==> config.mk <==
export PLATFORM = sky130hd
export DESIGN_NAME = router_fifo_pkt_flat
export DESIGN_NICKNAME = d
export VERILOG_FILES = /design/src/rtl/router_fifo_pkt_if.sv /design/src/rtl/router_fifo_pkt.sv /design/src/flat_wrapper.sv
export SDC_FILE = /design/constraint.sdc
export NUM_CORES = 1
export LEC_CHECK = 0
export CORE_ASPECT_RATIO = 2
export CORE_UTILIZATION = 34
export CTS_BUF_LIST = sky130_fd_sc_hd__clkbuf_16
export CTS_CLUSTER_SIZE = 40
export DETAILED_ROUTE_END_ITERATION = 12
export PLACE_DENSITY = 0.61
export SLEW_MARGIN = 20
export SYNTH_ARGS = -nofsm -noshare
export SYNTH_HDL_FRONTEND = slang
export SYNTH_SLANG_ARGS = --single-unit
export TNS_END_PERCENT = 1
==> constraint.sdc <==
create_clock -name clock -period 3.32 [get_ports clock]
set_input_delay 0.332 -clock clock [delete_from_list [all_inputs] [get_ports clock]]
set_output_delay 0.332 -clock clock [all_outputs]
set_load 0.01 [all_outputs]
==> src/rtl/router_fifo_pkt_if.sv <==
// Write/read channel bundle between the router core and one packet-aware output FIFO.
// The master drives requests and write data; the slave returns read data, occupancy and flags.
interface router_fifo_pkt_if #(
  parameter int DATA_W = 8,
  parameter int DEPTH  = 16,
  parameter int LEN_W  = 6
);
  localparam int CNT_W = $clog2(DEPTH) + 1;

  logic              write_enb;
  logic              read_enb;
  logic              lfd_state;
  logic [DATA_W-1:0] data_in;
  logic [DATA_W-1:0] data_out;
  logic              data_valid;
  logic              empty;
  logic              full;
  logic              almost_full;
  logic [CNT_W-1:0]  count;
  logic [LEN_W:0]    pkt_rem;
  logic              pkt_done;
  logic              overflow;
  logic              underflow;
  logic              hdr_err;

  modport master (
    output write_enb, read_enb, lfd_state, data_in,
    input  data_out, data_valid, empty, full, almost_full, count,
           pkt_rem, pkt_done, overflow, underflow, hdr_err
  );

  modport slave (
    input  write_enb, read_enb, lfd_state, data_in,
    output data_out, data_valid, empty, full, almost_full, count,
           pkt_rem, pkt_done, overflow, underflow, hdr_err
  );
endinterface

==> src/rtl/router_fifo_pkt.sv <==
// Packet-aware synchronous FIFO: stores a header marker with each word, tracks the bytes
// left in the packet being read, and keeps sticky overflow/underflow/header-error flags.
module router_fifo_pkt #(
  parameter int DATA_W   = 8,
  parameter int DEPTH    = 16,
  parameter int AFULL_TH = DEPTH - 2,
  parameter int LEN_W    = 6
) (
  input  logic                 clock,
  input  logic                 resetn,
  input  logic                 soft_reset,
  router_fifo_pkt_if.slave     bus
);
  localparam int AW = $clog2(DEPTH);
  localparam int CW = AW + 1;
  localparam int MW = DATA_W + 1;
  localparam logic [CW-1:0] CNT_FULL  = CW'(DEPTH);
  localparam logic [CW-1:0] CNT_AFULL = CW'(AFULL_TH);
  localparam logic [CW-1:0] CNT_ONE   = {{AW{1'b0}}, 1'b1};
  localparam logic [AW-1:0] PTR_ONE   = {{(AW-1){1'b0}}, 1'b1};
  localparam logic [LEN_W:0] REM_ONE  = {{LEN_W{1'b0}}, 1'b1};

  logic [MW-1:0]     mem_r [DEPTH];
  logic [AW-1:0]     wr_ptr_r;
  logic [AW-1:0]     rd_ptr_r;
  logic [CW-1:0]     count_r;
  logic [CW-1:0]     count_nxt_s;
  logic [DATA_W-1:0] data_out_r;
  logic              data_valid_r;
  logic [LEN_W:0]    pkt_rem_r;
  logic              pkt_done_r;
  logic              overflow_r;
  logic              underflow_r;
  logic              hdr_err_r;

  logic              empty_s;
  logic              full_s;
  logic              wr_ok_s;
  logic              rd_ok_s;
  logic [MW-1:0]     rd_word_s;
  logic [LEN_W:0]    hdr_len_s;

  assign empty_s   = (count_r == {CW{1'b0}});
  assign full_s    = (count_r == CNT_FULL);
  assign wr_ok_s   = bus.write_enb & ~full_s;
  assign rd_ok_s   = bus.read_enb & ~empty_s;
  assign rd_word_s = mem_r[rd_ptr_r];
  // Zero-extend before adding the parity byte so the largest length cannot wrap.
  assign hdr_len_s = {1'b0, rd_word_s[DATA_W-1 -: LEN_W]} + REM_ONE;

  // Next occupancy from the accepted write/read pair.
  always_comb begin
    count_nxt_s = count_r;
    case ({wr_ok_s, rd_ok_s})
      2'b10:   count_nxt_s = count_r + CNT_ONE;
      2'b01:   count_nxt_s = count_r - CNT_ONE;
      default: count_nxt_s = count_r;
    endcase
  end

  // Storage array; contents survive reset, a soft reset only blocks the write.
  always_ff @(posedge clock) begin
    if (wr_ok_s && !soft_reset) begin
      mem_r[wr_ptr_r] <= {bus.lfd_state, bus.data_in};
    end
  end

  // Pointers, occupancy, registered read port, packet tracking and sticky flags.
  always_ff @(posedge clock or negedge resetn) begin
    if (!resetn) begin
      wr_ptr_r     <= {AW{1'b0}};
      rd_ptr_r     <= {AW{1'b0}};
      count_r      <= {CW{1'b0}};
      data_out_r   <= {DATA_W{1'b0}};
      data_valid_r <= 1'b0;
      pkt_rem_r    <= {(LEN_W+1){1'b0}};
      pkt_done_r   <= 1'b0;
      overflow_r   <= 1'b0;
      underflow_r  <= 1'b0;
      hdr_err_r    <= 1'b0;
    end else if (soft_reset) begin
      wr_ptr_r     <= {AW{1'b0}};
      rd_ptr_r     <= {AW{1'b0}};
      count_r      <= {CW{1'b0}};
      data_out_r   <= {DATA_W{1'b0}};
      data_valid_r <= 1'b0;
      pkt_rem_r    <= {(LEN_W+1){1'b0}};
      pkt_done_r   <= 1'b0;
      overflow_r   <= 1'b0;
      underflow_r  <= 1'b0;
      hdr_err_r    <= 1'b0;
    end else begin
      count_r    <= count_nxt_s;
      pkt_done_r <= 1'b0;
      if (wr_ok_s) begin
        wr_ptr_r <= wr_ptr_r + PTR_ONE;
      end
      if (bus.write_enb && full_s) begin
        overflow_r <= 1'b1;
      end
      if (bus.read_enb && empty_s) begin
        underflow_r <= 1'b1;
      end
      if (rd_ok_s) begin
        rd_ptr_r     <= rd_ptr_r + PTR_ONE;
        data_out_r   <= rd_word_s[DATA_W-1:0];
        data_valid_r <= 1'b1;
        if (rd_word_s[DATA_W]) begin
          pkt_rem_r <= hdr_len_s;
          if (pkt_rem_r != {(LEN_W+1){1'b0}}) begin
            hdr_err_r <= 1'b1;
          end
        end else if (pkt_rem_r != {(LEN_W+1){1'b0}}) begin
          pkt_rem_r <= pkt_rem_r - REM_ONE;
          if (pkt_rem_r == REM_ONE) begin
            pkt_done_r <= 1'b1;
          end
        end
      end else begin
        data_valid_r <= 1'b0;
      end
    end
  end

  assign bus.data_out    = data_out_r;
  assign bus.data_valid  = data_valid_r;
  assign bus.empty       = empty_s;
  assign bus.full        = full_s;
  assign bus.almost_full = (count_r >= CNT_AFULL);
  assign bus.count       = count_r;
  assign bus.pkt_rem     = pkt_rem_r;
  assign bus.pkt_done    = pkt_done_r;
  assign bus.overflow    = overflow_r;
  assign bus.underflow   = underflow_r;
  assign bus.hdr_err     = hdr_err_r;
endmodule

==> src/flat_wrapper.sv <==
// flat-port wrapper written by rule: the top's interface ports become plain ports
module router_fifo_pkt_flat 
#(
  parameter int DATA_W   = 8,
  parameter int DEPTH    = 16,
  parameter int AFULL_TH = DEPTH - 2,
  parameter int LEN_W    = 6
)
  (clock, resetn, soft_reset, bus_write_enb, bus_read_enb, bus_lfd_state, bus_data_in, bus_data_out, bus_data_valid, bus_empty, bus_full, bus_almost_full, bus_count, bus_pkt_rem, bus_pkt_done, bus_overflow, bus_underflow, bus_hdr_err);
  router_fifo_pkt_if #(.DATA_W(DATA_W), .DEPTH(DEPTH), .LEN_W(LEN_W)) bus_i ();
  input  logic clock;
  input  logic resetn;
  input  logic soft_reset;
  input wire logic [$bits(bus_i.write_enb)-1:0] bus_write_enb;
  input wire logic [$bits(bus_i.read_enb)-1:0] bus_read_enb;
  input wire logic [$bits(bus_i.lfd_state)-1:0] bus_lfd_state;
  input wire logic [$bits(bus_i.data_in)-1:0] bus_data_in;
  output wire logic [$bits(bus_i.data_out)-1:0] bus_data_out;
  output wire logic [$bits(bus_i.data_valid)-1:0] bus_data_valid;
  output wire logic [$bits(bus_i.empty)-1:0] bus_empty;
  output wire logic [$bits(bus_i.full)-1:0] bus_full;
  output wire logic [$bits(bus_i.almost_full)-1:0] bus_almost_full;
  output wire logic [$bits(bus_i.count)-1:0] bus_count;
  output wire logic [$bits(bus_i.pkt_rem)-1:0] bus_pkt_rem;
  output wire logic [$bits(bus_i.pkt_done)-1:0] bus_pkt_done;
  output wire logic [$bits(bus_i.overflow)-1:0] bus_overflow;
  output wire logic [$bits(bus_i.underflow)-1:0] bus_underflow;
  output wire logic [$bits(bus_i.hdr_err)-1:0] bus_hdr_err;
  assign bus_i.write_enb = bus_write_enb;
  assign bus_i.read_enb = bus_read_enb;
  assign bus_i.lfd_state = bus_lfd_state;
  assign bus_i.data_in = bus_data_in;
  assign bus_data_out = bus_i.data_out;
  assign bus_data_valid = bus_i.data_valid;
  assign bus_empty = bus_i.empty;
  assign bus_full = bus_i.full;
  assign bus_almost_full = bus_i.almost_full;
  assign bus_count = bus_i.count;
  assign bus_pkt_rem = bus_i.pkt_rem;
  assign bus_pkt_done = bus_i.pkt_done;
  assign bus_overflow = bus_i.overflow;
  assign bus_underflow = bus_i.underflow;
  assign bus_hdr_err = bus_i.hdr_err;
  router_fifo_pkt #(.DATA_W(DATA_W), .DEPTH(DEPTH), .AFULL_TH(AFULL_TH), .LEN_W(LEN_W)) u_core (.clock(clock), .resetn(resetn), .soft_reset(soft_reset), .bus(bus_i));
endmodule
==> results.sh, run 1 <==
export IMPL_area_delta_synth_final_pct=19.2
export IMPL_placed_cell_area_um2=8290
export IMPL_fin_nets=533
export IMPL_crit_required_ns=3.64
export IMPL_holdWs_ns=0.407
export IMPL_synth_cells=447
export IMPL_cts_tree="done"
export IMPL_syn_nets=472
export IMPL_first_iter_violations=296
export IMPL_slowest_stage="or4_4"
export IMPL_cp_common_cell="xnor2_1"
export IMPL_gr_usage_all_layers=0.160
export IMPL_crit_type="reg -> reg"
export IMPL_grt_pass1_vias=4332
export IMPL_wl_um=16900
export IMPL_clkLatencyLatePin_ns=0.43
export IMPL_report_final_slew_viol_count=0
export IMPL_cts_root_buf="clkbuf_16"
export IMPL_sw_frac_of_total=0.298
export IMPL_grt_max_degree=38
export IMPL_p_switching_w=0.00195
export IMPL_vias=4130
export IMPL_core_area_um2=21500
export IMPL_routedWlPerCell_um=21.2
export IMPL_antenna_found_initial=0
export IMPL_clockBufferDepth=2
export IMPL_p_comb_frac=0.284
export IMPL_intPower_w=0.00460
export IMPL_worst_ep_arrival_time_ns=3.02
export IMPL_gr_total_overflow=0
export IMPL_seqPwrFrac=0.412
export IMPL_maxSlewHeadroom=0.531
export IMPL_drtAntennaViolNets=0
export IMPL_hp_class="in -> async"
export IMPL_fin_area_um2=8890
export IMPL_crit_path_max_fanout=10
export IMPL_cts_htree_levels=4
export IMPL_rsz0062_at_grt="no"
export IMPL_place_ws_ns=0.658
export IMPL_ys_flop_type="edfxtp_1"
export IMPL_drc=0
export IMPL_io_buffers=41
export IMPL_critPathMaxStageDelay_ns=0.63
export IMPL_p_clk_frac=0.304
export IMPL_avgViaCountPerCell=5.20
export IMPL_synth_avg_cell_area_um2=16.7
export IMPL_dr_pass1_iters=5
export IMPL_cts_buffers=17
export IMPL_maxCapViolations=0
export IMPL_status="finished, final reports clean"
export IMPL_period_needed_ns=2.70
export IMPL_fin_tns_setup_ns=0
export IMPL_cp_cell_sequence="or4_4 > o21ai_4 > nand2_4 > xnor2_1 > ha_1 > o31a_1 > o32ai_2 > xnor2_1 > nor2_1"
export IMPL_cp_start_kind="register"
export IMPL_die_h_um=211
export IMPL_peakVddDrop_mv=0.377
export IMPL_synth_edf_count=144
export IMPL_layout_setup_ws_ns=0.622
export IMPL_seq_area_frac_synth=0.690
export IMPL_hpwl_um=11800
export IMPL_clkTransAtPathRegs_ns=0.07
export IMPL_rows=76
export IMPL_async_flop_share=0.186
export IMPL_synth_warnings=0
export IMPL_place_congestion=0.825
export IMPL_fmax_mhz=371
export IMPL_power_leakage_nw=2.99
export IMPL_io_pins=42
export IMPL_crit_buf_inv=0
export IMPL_final_setup_viol_count=0
export IMPL_start_util=0.347
export IMPL_skew_ns=0.00906
export IMPL_syn_area_um2=7460
export IMPL_dieWidth_um=107
export IMPL_clock_sinks=177
export IMPL_cp_top_family="simple AND/OR/NAND/NOR gates"
export IMPL_layout_drive_gt1_share=0.202
export IMPL_timing_final_crit_share=0.813
export IMPL_dieArea_um2=22600
export IMPL_grt_first_pass_wirelength_um=25500
export IMPL_final_core_util=0.414
export IMPL_finalHoldViolCount=0
export IMPL_worstSetupEndpointType="register"
export IMPL_synth_distinct_cells=51
export IMPL_synth_seq_cells=177
export IMPL_tightest_slew_ns=0.704
export IMPL_antennaDiodeCount=0
export IMPL_power_density_nw_per_um2=737
==> layout make-up <==
type                       instances  area, um2
fill                            1955      12600
sequential                       177       5150
multi-input combinational        241       2180
timing repair buffer              63        598
clock buffer                      17        425
tap                              273        342
clock inverter                    15        168
inverter                           8       30.0
==> kinds of logic after synthesis <==
group,count (synthesis),synth area share
adder cells (fa/ha/maj),11,0.0184
AO/OA/AOI/OAI,60,0.0590
buffers and inverters,29,0.0196
flip-flops,177,0.690
XOR/XNOR,16,0.0188
AND/OR/NAND/NOR,115,0.0760
multiplexers,39,0.118
==> routing by layer <==
metal  up-vias  part of all wire  global-route usage
li1       1860                 -                   -
met1      2110              0.34               0.151
met2       127              0.59               0.317
met3        33             0.033              0.0323
met4         0             0.031              0.0789
met5         -                 0                   0
==> synth_stat cells (6+ instances only) <==
| library cell | n | share of area |
|---|---|---|
| a22oi_1 | 11 | 0.011 |
| nor2_1 | 28 | 0.014 |
| mux4_2 | 39 | 0.12 |
| and2_1 | 10 | 0.0084 |
| nand2_1 | 41 | 0.021 |
| xor2_1 | 9 | 0.011 |
| clkbuf_1 | 9 | 0.0045 |
| edfxtp_1 | 144 | 0.58 |
| inv_1 | 8 | 0.0040 |
| a21oi_1 | 19 | 0.013 |
| nand3_1 | 7 | 0.0047 |
| dfrtp_1 | 33 | 0.11 |
| ha_1 | 11 | 0.018 |
| buf_2 | 6 | 0.0040 |
| xnor2_1 | 7 | 0.0082 |
==> repair_timing <==
action	in CTS	in global routing
setup buffers	0	0
hold buffers	0	1
resized for setup	0	0
endpoints found under the hold margin	0	21
==> power groups by stage <==
stage / sequential (W) / clock (W) / combinational, W
floorplan: 0.00274 / 0 / 0.00122
CTS: 0.00270 / 0.00203 / 0.00188
global route: 0.00272 / 0.00211 / 0.00203
detailed placement: 0.00275 / 0 / 0.00187
finish: 0.00270 / 0.00199 / 0.00186
global placement: 0.00274 / 0 / 0.00185
==> flip-flops by register name, summed over array words and instances (netlist names) <==
name / flops
u_core.mem_r: 144
u_core.bus.data_out: 8
u_core.bus.pkt_rem: 7
u_core.bus.count: 5
u_core.rd_ptr_r: 4
u_core.wr_ptr_r: 4
u_core.bus.data_valid: 1
u_core.bus.hdr_err: 1
u_core.bus.overflow: 1
u_core.bus.pkt_done: 1
u_core.bus.underflow: 1
==> per-stage QoR <==
step,power [W],cells
finish,0.00655,794
global route,0.00686,794
CTS,0.00661,793
detailed placement,0.00462,761
global placement,0.00459,761
floorplan,0.00396,447
==> layout by cell type (no fill, tap or decap), types with 8 or more instances in the layout <==
cell and instances:
nor2_1 28, nand2_1 41, clkbuf_16 17, xor2_1 9
edfxtp_1 144, and2_1 10, mux4_2 39, clkdlybuf4s50_1 40
ha_1 11, buf_4 19, inv_1 8, dfrtp_1 32
a22oi_1 11, a21oi_1 19
==> final timing paths <==
kind | from | endpoint | slack [ns] | cells past startpoint
max in group asynchronous | resetn | u_core.bus.pkt_rem[1] | 2.33 | 3
min reg2reg | u_core.bus.underflow | u_core.bus.underflow | 0.51 | 2
max reg2reg | u_core.bus.count[1] | u_core.bus.count[4] | 0.62 | 9
min in group clock | u_core.bus.underflow | u_core.bus.underflow | 0.51 | 2
max | u_core.bus.count[1] | u_core.bus.count[4] | 0.62 | 9
min | resetn | u_core.bus.underflow | 0.41 | 2
No activity file was read; power rests on OpenSTA's default activity.
==> run 2, diff against run 1 <==
==> constraint.sdc (replaced) <==
create_clock -name clock -period 2.8 [get_ports clock]
set_input_delay 0.28 -clock clock [delete_from_list [all_inputs] [get_ports clock]]
set_output_delay 0.28 -clock clock [all_outputs]
set_load 0.01 [all_outputs]
==> results.sh, run 2 (synthesis gave the netlist of run 1 again) <==
export IMPL_status="finished, final reports clean"
export IMPL_largest_reg_flops=144
export IMPL_rows=76
export IMPL_sw_frac_of_total=0.304
export IMPL_final_common_cell="edfxtp_1"
export IMPL_cts_tree="done"
export IMPL_critPathMaxStageDelay_ns=0.60
export IMPL_die_h_um=211
export IMPL_cts_root_buf="clkbuf_16"
export IMPL_maxCapViolations=0
export IMPL_hpwl_um=11700
export IMPL_p_comb_frac=0.295
export IMPL_timing_final_crit_share=0.913
export IMPL_maxSlewHeadroom=0.611
export IMPL_tightest_slew_ns=0.581
export IMPL_drc=0
export IMPL_seqPwrFrac=0.407
export IMPL_crit_required_ns=2.52
export IMPL_first_iter_violations=336
export IMPL_regMostFlops="u_core.mem_r"
export IMPL_io_pins=42
export IMPL_cts_htree_levels=4
export IMPL_layout_drive_gt1_share=0.212
export IMPL_clockBufferDepth=2
export IMPL_p_clk_frac=0.298
export IMPL_grt_first_pass_wirelength_um=26000
export IMPL_power_leakage_nw=3.04
export IMPL_post_cts_buffers=0
export IMPL_drtAntennaViolNets=0
export IMPL_slowest_stage="or4_4"
export IMPL_report_final_slew_viol_count=0
export IMPL_start_util=0.347
export IMPL_clkLatencyLatePin_ns=0.44
export IMPL_worst_ep_arrival_time_ns=2.28
export IMPL_period_needed_ns=2.56
export IMPL_routedWlPerCell_um=21.2
export IMPL_rsz0062_at_grt="no"
export IMPL_fin_nets=540
export IMPL_clkTransAtPathRegs_ns=0.07
export IMPL_clock_sinks=177
export IMPL_dieWidth_um=107
export IMPL_cts_hold_buf=0
export IMPL_peakVddDrop_mv=0.628
export IMPL_io_buffers=41
export IMPL_area_delta_synth_final_pct=20.1
export IMPL_holdWs_ns=0.248
export IMPL_fin_tns_setup_ns=0
export IMPL_crit_type="reg -> out"
export IMPL_layout_common_cells="144 x edfxtp_1, 41 x nand2_1, 41 x clkdlybuf4s50_1"
export IMPL_gr_usage_all_layers=0.161
export IMPL_crit_path_max_fanout=8
export IMPL_finalHoldViolCount=0
export IMPL_hp_class="in -> async"
export IMPL_dieArea_um2=22600
export IMPL_worstSetupEndpointType="primary output"
export IMPL_grt_pass1_vias=4398
export IMPL_grt_max_degree=40
export IMPL_cp_top_family="simple AND/OR/NAND/NOR gates"
export IMPL_gr_total_overflow=0
export IMPL_place_congestion=0.821
export IMPL_core_area_um2=21500
export IMPL_power_density_nw_per_um2=870
export IMPL_skew_ns=0.0112
export IMPL_vias=4223
export IMPL_cp_cell_sequence="or4_4 > nor2_1 > clkdlybuf4s50_1"
export IMPL_placed_cell_area_um2=8380
export IMPL_intPower_w=0.00543
export IMPL_cts_buffers=17
export IMPL_crit_buf_inv=1
export IMPL_fin_area_um2=8960
export IMPL_antennaDiodeCount=0
export IMPL_cp_start_kind="register"
export IMPL_antenna_found_initial=0
export IMPL_final_setup_viol_count=0
export IMPL_p_switching_w=0.00237
export IMPL_wl_um=17000
export IMPL_cts_resized=0
export IMPL_avgViaCountPerCell=5.27
export IMPL_fmax_mhz=391
export IMPL_dr_pass1_iters=5
## run 2: per-layer routing
layer  wire length (um)  share of wire  track usage
met1               6200           0.36        0.168
met2               9900           0.58        0.304
met3                405          0.024       0.0265
met4                514          0.030       0.0822
met5                  0              0            0
## run 2: final timing paths
| kind | start | slack, ns | end | depth (start not counted) |
|---|---|---|---|---|
| setup / recovery | u_core.bus.count[0] | 0.24 | bus_empty | 3 |
| hold / removal | resetn | 0.25 | u_core.wr_ptr_r[0] | 2 |
| setup reg to reg | u_core.bus.count[0] | 0.29 | u_core.bus.count[4] | 9 |
| hold reg to reg | u_core.bus.underflow | 0.50 | u_core.bus.underflow | 2 |
| max in group asynchronous | resetn | 2.21 | u_core.rd_ptr_r[0] | 2 |
| min in group clock | u_core.bus.underflow | 0.50 | u_core.bus.underflow | 2 |
## run 2: area by class of cell
type,count,area (um2)
Inverter,8,30.0
Clock buffer,17,425
Multi-Input combinational cell,241,2180
Sequential cell,177,5150
Timing Repair Buffer,70,678
Tap cell,273,342
Fill cell,1928,12500
Clock inverter,15,158
## run 2: per-stage QoR
step,power (W),worst slack [ns],instances,utilization
5_1_grt,0.00817,0.168,801,0.417
6_report,0.00780,0.243,801,0.417
3_3_place_gp,0.00550,0.361,769,0.390
4_1_cts,0.00787,0.222,801,0.417
2_1_floorplan,0.00469,0.0238,447,-
3_5_place_dp,0.00554,0.320,769,0.390
## run 2: power groups by stage
stage / clock network (W) / registers, W / logic, W
2_1_floorplan: 0 / 0.00324 / 0.00145
3_3_place_gp: 0 / 0.00322 / 0.00229
3_5_place_dp: 0 / 0.00323 / 0.00231
4_1_cts: 0.00238 / 0.00317 / 0.00232
5_1_grt: 0.00246 / 0.00320 / 0.00251
6_report: 0.00233 / 0.00317 / 0.00230
==> run 3, diff against run 2 <==
--- a/config.mk
+++ b/config.mk
@@ -5,13 +5,13 @@
 export SDC_FILE = /design/constraint.sdc
 export NUM_CORES = 1
 export LEC_CHECK = 0
+export CAP_MARGIN = 20
 export CORE_ASPECT_RATIO = 2
 export CORE_UTILIZATION = 34
 export CTS_BUF_LIST = sky130_fd_sc_hd__clkbuf_16
 export CTS_CLUSTER_SIZE = 40
 export DETAILED_ROUTE_END_ITERATION = 12
 export PLACE_DENSITY = 0.61
-export SLEW_MARGIN = 20
 export SYNTH_ARGS = -nofsm -noshare
 export SYNTH_HDL_FRONTEND = slang
 export SYNTH_SLANG_ARGS = --single-unit
==> results of run 3 <==
Same layout as run 2: the final DEF is identical, and so are final timing and power.
